===== config.mk =====
export PLATFORM = sky130hd
export DESIGN_NAME = vanilla_scoreboard_stall_profiler_flat
export DESIGN_NICKNAME = d
export VERILOG_FILES = /design/src/rtl/vanilla_scoreboard_stall_profiler_if.sv /design/src/rtl/vanilla_scoreboard_stall_profiler.sv /design/src/flat_wrapper.sv
export SDC_FILE = /design/constraint.sdc
export NUM_CORES = 1
export LEC_CHECK = 0
export BUFFER_PORTS_ARGS = -buffer_cell sky130_fd_sc_hd__buf_2
export CAP_MARGIN = 20
export CORE_AREA = 2 2 227 229
export CTS_CLUSTER_SIZE = 30
export DETAILED_ROUTE_END_ITERATION = 16
export DIE_AREA = 0 0 229 231
export PLACE_DENSITY = 0.7
export SLEW_MARGIN = 10
export SYNTH_ARGS = -nofsm -noshare
export SYNTH_HDL_FRONTEND = slang
export SYNTH_SLANG_ARGS = --single-unit

===== constraint.sdc =====
create_clock -name clk_i -period 5.5 [get_ports clk_i]
set_clock_uncertainty 0.15 [all_clocks]
set_input_delay 0.275 -clock clk_i [delete_from_list [all_inputs] [get_ports clk_i]]
set_output_delay 0.275 -clock clk_i [all_outputs]
set_load 0.03 [all_outputs]

===== src/rtl/vanilla_scoreboard_stall_profiler_if.sv =====
// Signal bundle between the scoreboard stall profiler and its driver.
// slave: profiler side (scoreboard/ID/window controls in, counters out).
// master: driver side (the bench or the tracker wrapper).
interface vanilla_scoreboard_stall_profiler_if #(
    parameter int cnt_width_p = 32,
    parameter int reg_els_p   = 32
);
    logic [reg_els_p-1:0][5:0]   int_sb_i;
    logic [reg_els_p-1:0][3:0]   float_sb_i;
    logic                        stall_depend_i;
    logic                        stall_all_i;
    logic [4:0]                  id_rs1_i;
    logic [4:0]                  id_rs2_i;
    logic [4:0]                  id_rs3_i;
    logic [4:0]                  id_rd_i;
    logic [6:0]                  rd_mask_i;
    logic                        start_i;
    logic                        stop_i;
    logic [5:0][cnt_width_p-1:0] stall_cnt_o;
    logic [cnt_width_p-1:0]      max_run_o;
    logic                        snapshot_v_o;
    logic [1:0]                  state_o;

    modport slave (
        input  int_sb_i, float_sb_i, stall_depend_i, stall_all_i,
        input  id_rs1_i, id_rs2_i, id_rs3_i, id_rd_i, rd_mask_i,
        input  start_i, stop_i,
        output stall_cnt_o, max_run_o, snapshot_v_o, state_o
    );

    modport master (
        output int_sb_i, float_sb_i, stall_depend_i, stall_all_i,
        output id_rs1_i, id_rs2_i, id_rs3_i, id_rd_i, rd_mask_i,
        output start_i, stop_i,
        input  stall_cnt_o, max_run_o, snapshot_v_o, state_o
    );
endinterface


===== src/rtl/vanilla_scoreboard_stall_profiler.sv =====
// Counts ID dependency-stall cycles by cause inside a start/stop window.
// Ports: clk_i, reset_n_i (async, active-low), prof (slave bundle).
module vanilla_scoreboard_stall_profiler #(
    parameter int cnt_width_p = 32,
    parameter int reg_els_p   = 32
) (
    input  logic clk_i,
    input  logic reset_n_i,
    vanilla_scoreboard_stall_profiler_if.slave prof
);
    typedef enum logic [1:0] {
        IDLE = 2'b00,
        RUN  = 2'b01,
        HOLD = 2'b10
    } state_e;

    state_e state_r, state_n;

    logic [5:0][cnt_width_p-1:0] cnt_r;
    logic [cnt_width_p-1:0]      cur_run_r;
    logic [cnt_width_p-1:0]      max_run_r;
    logic [cnt_width_p-1:0]      run_inc;
    logic                        snap_r;

    logic       in_run;
    logic       counted;
    logic       clear;
    logic       snap_set;
    logic [5:0] ih;
    logic [3:0] fh;
    logic [2:0] cause;

    always_ff @(posedge clk_i or negedge reset_n_i) begin
        if (!reset_n_i) state_r <= IDLE;
        else            state_r <= state_n;
    end

    always_comb begin
        state_n = state_r;
        case (state_r)
            IDLE:    if (prof.start_i) state_n = RUN;
            RUN:     if (prof.stop_i)  state_n = HOLD;
            HOLD:    if (prof.start_i) state_n = RUN;
            default: state_n = IDLE;
        endcase
    end

    // In RUN a simultaneous stop wins, so start only restarts when alone.
    always_comb begin
        in_run   = (state_r == RUN);
        counted  = in_run & prof.stall_depend_i & ~prof.stall_all_i;
        clear    = prof.start_i & ~(in_run & prof.stop_i);
        snap_set = in_run & prof.stop_i;
    end

    // Hit vectors; x0 is hardwired zero so it never carries a dependency.
    always_comb begin
        ih = '0;
        fh = '0;
        if (prof.rd_mask_i[0] && prof.id_rs1_i != 5'd0)
            ih = ih | prof.int_sb_i[prof.id_rs1_i];
        if (prof.rd_mask_i[1] && prof.id_rs2_i != 5'd0)
            ih = ih | prof.int_sb_i[prof.id_rs2_i];
        if (prof.rd_mask_i[5] && prof.id_rd_i != 5'd0)
            ih = ih | prof.int_sb_i[prof.id_rd_i];
        if (prof.rd_mask_i[2])
            fh = fh | prof.float_sb_i[prof.id_rs1_i];
        if (prof.rd_mask_i[3])
            fh = fh | prof.float_sb_i[prof.id_rs2_i];
        if (prof.rd_mask_i[4])
            fh = fh | prof.float_sb_i[prof.id_rs3_i];
        if (prof.rd_mask_i[6])
            fh = fh | prof.float_sb_i[prof.id_rd_i];
    end

    // Priority: dram > global > group > idiv > fdiv > unattributed.
    always_comb begin
        case (1'b1)
            ih[1] | ih[2] | fh[1]: cause = 3'd2;
            ih[3] | fh[2]:         cause = 3'd3;
            ih[4] | ih[5] | fh[3]: cause = 3'd4;
            ih[0]:                 cause = 3'd0;
            fh[0]:                 cause = 3'd1;
            default:               cause = 3'd5;
        endcase
    end

    assign run_inc = (cur_run_r == '1) ? cur_run_r : cur_run_r + 1'b1;

    always_ff @(posedge clk_i or negedge reset_n_i) begin
        if (!reset_n_i) begin
            cnt_r     <= '0;
            cur_run_r <= '0;
            max_run_r <= '0;
        end else if (clear) begin
            cnt_r     <= '0;
            cur_run_r <= '0;
            max_run_r <= '0;
        end else if (counted) begin
            for (int k = 0; k < 6; k++) begin
                if (cause == k[2:0] && cnt_r[k] != '1)
                    cnt_r[k] <= cnt_r[k] + 1'b1;
            end
            cur_run_r <= run_inc;
            if (run_inc > max_run_r) max_run_r <= run_inc;
        end else if (in_run) begin
            cur_run_r <= '0;
        end
    end

    always_ff @(posedge clk_i or negedge reset_n_i) begin
        if (!reset_n_i) snap_r <= 1'b0;
        else            snap_r <= snap_set;
    end

    assign prof.stall_cnt_o  = cnt_r;
    assign prof.max_run_o    = max_run_r;
    assign prof.snapshot_v_o = snap_r;
    assign prof.state_o      = state_r;
endmodule


===== src/flat_wrapper.sv =====
// flat-port wrapper written by rule: the top's interface ports become plain ports
module vanilla_scoreboard_stall_profiler_flat 
#(
    parameter int cnt_width_p = 32,
    parameter int reg_els_p   = 32
)
  (clk_i, reset_n_i, prof_int_sb_i, prof_float_sb_i, prof_stall_depend_i, prof_stall_all_i, prof_id_rs1_i, prof_id_rs2_i, prof_id_rs3_i, prof_id_rd_i, prof_rd_mask_i, prof_start_i, prof_stop_i, prof_stall_cnt_o, prof_max_run_o, prof_snapshot_v_o, prof_state_o);
  vanilla_scoreboard_stall_profiler_if #(.cnt_width_p(cnt_width_p), .reg_els_p(reg_els_p)) prof_i ();
  input  logic clk_i;
  input  logic reset_n_i;
  input wire logic [$bits(prof_i.int_sb_i)-1:0] prof_int_sb_i;
  input wire logic [$bits(prof_i.float_sb_i)-1:0] prof_float_sb_i;
  input wire logic [$bits(prof_i.stall_depend_i)-1:0] prof_stall_depend_i;
  input wire logic [$bits(prof_i.stall_all_i)-1:0] prof_stall_all_i;
  input wire logic [$bits(prof_i.id_rs1_i)-1:0] prof_id_rs1_i;
  input wire logic [$bits(prof_i.id_rs2_i)-1:0] prof_id_rs2_i;
  input wire logic [$bits(prof_i.id_rs3_i)-1:0] prof_id_rs3_i;
  input wire logic [$bits(prof_i.id_rd_i)-1:0] prof_id_rd_i;
  input wire logic [$bits(prof_i.rd_mask_i)-1:0] prof_rd_mask_i;
  input wire logic [$bits(prof_i.start_i)-1:0] prof_start_i;
  input wire logic [$bits(prof_i.stop_i)-1:0] prof_stop_i;
  output wire logic [$bits(prof_i.stall_cnt_o)-1:0] prof_stall_cnt_o;
  output wire logic [$bits(prof_i.max_run_o)-1:0] prof_max_run_o;
  output wire logic [$bits(prof_i.snapshot_v_o)-1:0] prof_snapshot_v_o;
  output wire logic [$bits(prof_i.state_o)-1:0] prof_state_o;
  assign prof_i.int_sb_i = prof_int_sb_i;
  assign prof_i.float_sb_i = prof_float_sb_i;
  assign prof_i.stall_depend_i = prof_stall_depend_i;
  assign prof_i.stall_all_i = prof_stall_all_i;
  assign prof_i.id_rs1_i = prof_id_rs1_i;
  assign prof_i.id_rs2_i = prof_id_rs2_i;
  assign prof_i.id_rs3_i = prof_id_rs3_i;
  assign prof_i.id_rd_i = prof_id_rd_i;
  assign prof_i.rd_mask_i = prof_rd_mask_i;
  assign prof_i.start_i = prof_start_i;
  assign prof_i.stop_i = prof_stop_i;
  assign prof_stall_cnt_o = prof_i.stall_cnt_o;
  assign prof_max_run_o = prof_i.max_run_o;
  assign prof_snapshot_v_o = prof_i.snapshot_v_o;
  assign prof_state_o = prof_i.state_o;
  vanilla_scoreboard_stall_profiler #(.cnt_width_p(cnt_width_p), .reg_els_p(reg_els_p)) u_core (.clk_i(clk_i), .reset_n_i(reset_n_i), .prof(prof_i));
endmodule

==> results by group <==
Worst setup path
  • CP Class: reg2reg
  • CP Max Fanout: 26
  • Crit path DAT: 4.99 ns
  • Startpoint Class: flop
  • Crit path from: u_core.cur_run_r[0]
  • CP endpoint kind: flop
  • Critical Path RT: 5.76 ns
  • Worst R2R End: u_core.prof.max_run_o[26]
  • Reg2Reg Depth: 18
  • Worst r2r src: u_core.cur_run_r[0]
  • Flop2flop setup slack: 0.77 ns
  • CP Capture Point: u_core.prof.max_run_o[26]

STA
  • Final period util: between 80% and 90%
  • RSZ-0062 raised after global routing: no
  • Measured slew at the worst slew-check pin: 1.06 ns
  • Worst hold slack: 0.184 ns
  • Final Critical Period: 4.73 ns
  • Setup violators final: 0
  • Fmax achieved: roughly 210 MHz
  • Final Max Slew Viols: 0
  • Fin Setup TNS: 0 ns
  • Rel. slew slack: 29.1%
  • Final hold violation count: 0

Pwr
  • Net Switching: approximately 1.6 mW
  • Combinational share of power: ~25%
  • Power Internal: approximately 3.5 mW
  • Pwr Density: 186 nW/um^2
  • Worst VDD drop: 180 uV
  • Switching part of the total: 30.6%
  • Reg power frac: 37.7%
  • P_leak: 11.9 nW
  • Clock share of power: 37.7%

Global route
  • Pin count of the biggest net entering global routing: approximately 160
  • All-layer global routing usage: 36.9%
  • Initial antenna violation count: 21
  • First-pass GRT wire length: roughly 150 mm
  • GRT overflow: 0
  • Vias in the first global route: approximately 23000

Placement
  • Final GP Congestion: about 1.1
  • Hpwl dp: between 70 and 80 mm
  • Port bufs: between 500 and 600

Clocking
  • H-tree levels: 1
  • Root Driver: clkbuf_16
  • Clock Path Buffers: 3
  • Worst skew pair latency: 0.56 ns
  • Sink Count: 259
  • CTS tree: yes
  • Clk slew on worst S/H paths: about 0.060 ns
  • Num CTS Buffers: 28
  • Post-CTS setup buffers: 0

Drt
  • Routed length on met3: 11.2 mm
  • Wire length per cell: 27.4 um
  • Via/cell ratio: approximately 6.7
  • M1 WL: slightly below 40 mm
  • DRT antenna net count: 0
  • Remaining DRCs: 0
  • Routed Wire Length: between 100 and 150 mm
  • Top Layer Used: met5
  • Initial DRC count: around 2600
  • Via count: 24400
  • Detail Route met2 WL: 44.3 mm
  • TritonRoute pass-1 iters: 8

Logic synthesis
  • Synth Area per Inst: 9.31 sq um
  • Post-synthesis register bit count: 259
  • Synth top area cells: dfrtp_1 (28%), mux4_2 (19%), mux2i_1 (5.0%), nand2_1 (3.8%), a21oi_1 (3.3%)
  • Share of the synthesized area in the top cell type: between 20 and 30%
  • Yosys top cell by area: dfrtp_1
  • Synthesized Nets: 2852
  • Sequential area share after synthesis: 28.3%
  • Post-Syn Area: around 23000 sq um
  • Netlist cell types: 78
  • Post-synth top flop: dfrtp_1
  • Ys Warns: 0
  • Synthesized instance count: 2460
  • Async set or reset register ratio after synthesis: 100%
  • EDFF count, synth: 0

Die
  • Core area: 50700 sq um
  • Initial Util: 45.2%
  • # IOs: 580
  • Row count: 83
  • Die X: 229 um
  • DIE AREA: about 53000 sq um
  • Die Span Y: ~230 um

Job
  • Max cap viols: 0

Layout
  • Register area: 6480 sq um
  • Commonest non-fill, non-tap cell in the layout: buf_2
  • Area growth from synthesis to layout: 19.4%
  • Share of cells above drive strength 1: 30.3%
  • Fillcell total: 4621
  • Commonest cells after routing, fill and taps aside: buf_2 (575), dfrtp_1 (259), nand2_1 (232), mux4_2 (194), a21oi_1 (151)
  • Nets@finish: 3331
  • Multi-input logic area: 15300 sq um

Hold path
  • HP Class: in2reg

Outcome
  • Status: finished clean
-- power groups by stage --
stage	Clock, mW	Sequential [mW]	Combinational (mW)
finish	1.92	1.92	1.25
detailed placement	0	1.95	1.21
floorplan	0	1.97	0.673
global placement	0	1.95	1.21
global route	2.03	1.92	1.30
CTS	1.95	1.92	1.22
-- final cells by class --
class,count,area share [%]
multi-input combinational,1920,55.9
sequential,259,23.7
timing repair buffer,631,12.3
clock buffer,44,3.15
tap,680,3.11
inverter,99,1.36
clock inverter,7,0.288
antenna,20,0.183
-- through the flow --
stage	worst slack (ns)	cell area, sq um	total power, mW	utilization [%]	std cells
global placement	0.906	26300	3.16	51.9	3585
finish	0.769	27300	5.09	54.0	3660
CTS	0.788	27300	5.09	53.8	3639
global route	0.342	27300	5.26	54.0	3657
floorplan	1.04	22900	2.64	-	2460
detailed placement	0.730	26300	3.17	51.9	3585
-- cells by family (layout without fill, tap and decap cells) --
logic type | after synthesis | in the layout | share of synthesized area [%]
adders and majority gates | 39 | 39 | 2.13
and+or+nand+nor | 964 | 964 | 22.5
xor gates and xnor gates | 44 | 44 | 1.68
AOI/OAI and AO/OA | 554 | 554 | 15.8
muxes | 319 | 319 | 24.6
buffers and inverters | 281 | 781 | 5.07
DFF | 259 | 259 | 28.3
other | 0 | 20 | 0
-- Yosys cell counts, drive strengths merged (39+ instances only) --
cell	number
a21oi	151
inv	99
dfrtp	259
mux2i	115
nand3	106
nor3	44
clkbuf	117
nor2	134
nand4	86
buf	65
or4	61
or3	90
ha	39
o31ai	58
nand2	233
mux4	194
o21ai	136
-- state kept, by name (all words and copies together), names as in the netlist --
signal                    flops
u_core.prof.stall_cnt_o     192
u_core.prof.state_o           2
u_core.prof.snapshot_v_o      1
u_core.cur_run_r             32
u_core.prof.max_run_o        32
-- layer usage --
| metal | vias up | track usage (%) |
|---|---|---|
| met1 | 12000 | 48.7 |
| li1 | 10500 | - |
| met5 | - | 0 |
| met4 | 4 | 18.6 |
| met2 | 1546 | 57.0 |
| met3 | 339 | 8.76 |
-- critical path, stage by stage, from the launching register on --
cell	delay (ns)
dfrtp_1	0.44
ha_1	0.23
nand3_1	0.10
nor2_1	0.27
nand3_1	0.14
o211ai_1	0.33
nor2_1	0.19
nand4_1	0.14
xor2_1	0.25
inv_1	0.08
ha_1	0.30
nand4_1	0.09
nor3_1	0.27
nand3_1	0.14
or3_1	0.44
a221o_1	0.33
a211oi_2	0.22
buf_4	0.34
o32ai_1	0.13
-- worst min path at each step --
| stage | from | to | slack (ns) | depth (start not counted) |
|---|---|---|---|---|
| detailed placement | reset_n_i | u_core.prof.stall_cnt_o[17] | 0.23 | 1 |
| floorplan | reset_n_i | u_core.cur_run_r[0] | -0.17 | 0 |
| CTS | prof_stall_all_i | u_core.prof.stall_cnt_o[95] | 0.18 | 5 |
| global placement | reset_n_i | u_core.prof.stall_cnt_o[16] | 0.22 | 1 |
| finish | prof_stall_all_i | u_core.prof.stall_cnt_o[95] | 0.18 | 5 |
| global route | prof_stall_all_i | u_core.prof.stall_cnt_o[95] | 0.20 | 5 |
-- what timing repair did --
item / CTS / global route
resized for setup: 0 / 0
hold buffers: 3 / 0
endpoints found under the hold margin: 101 / 0
No activity file was read; power rests on OpenSTA's default activity.
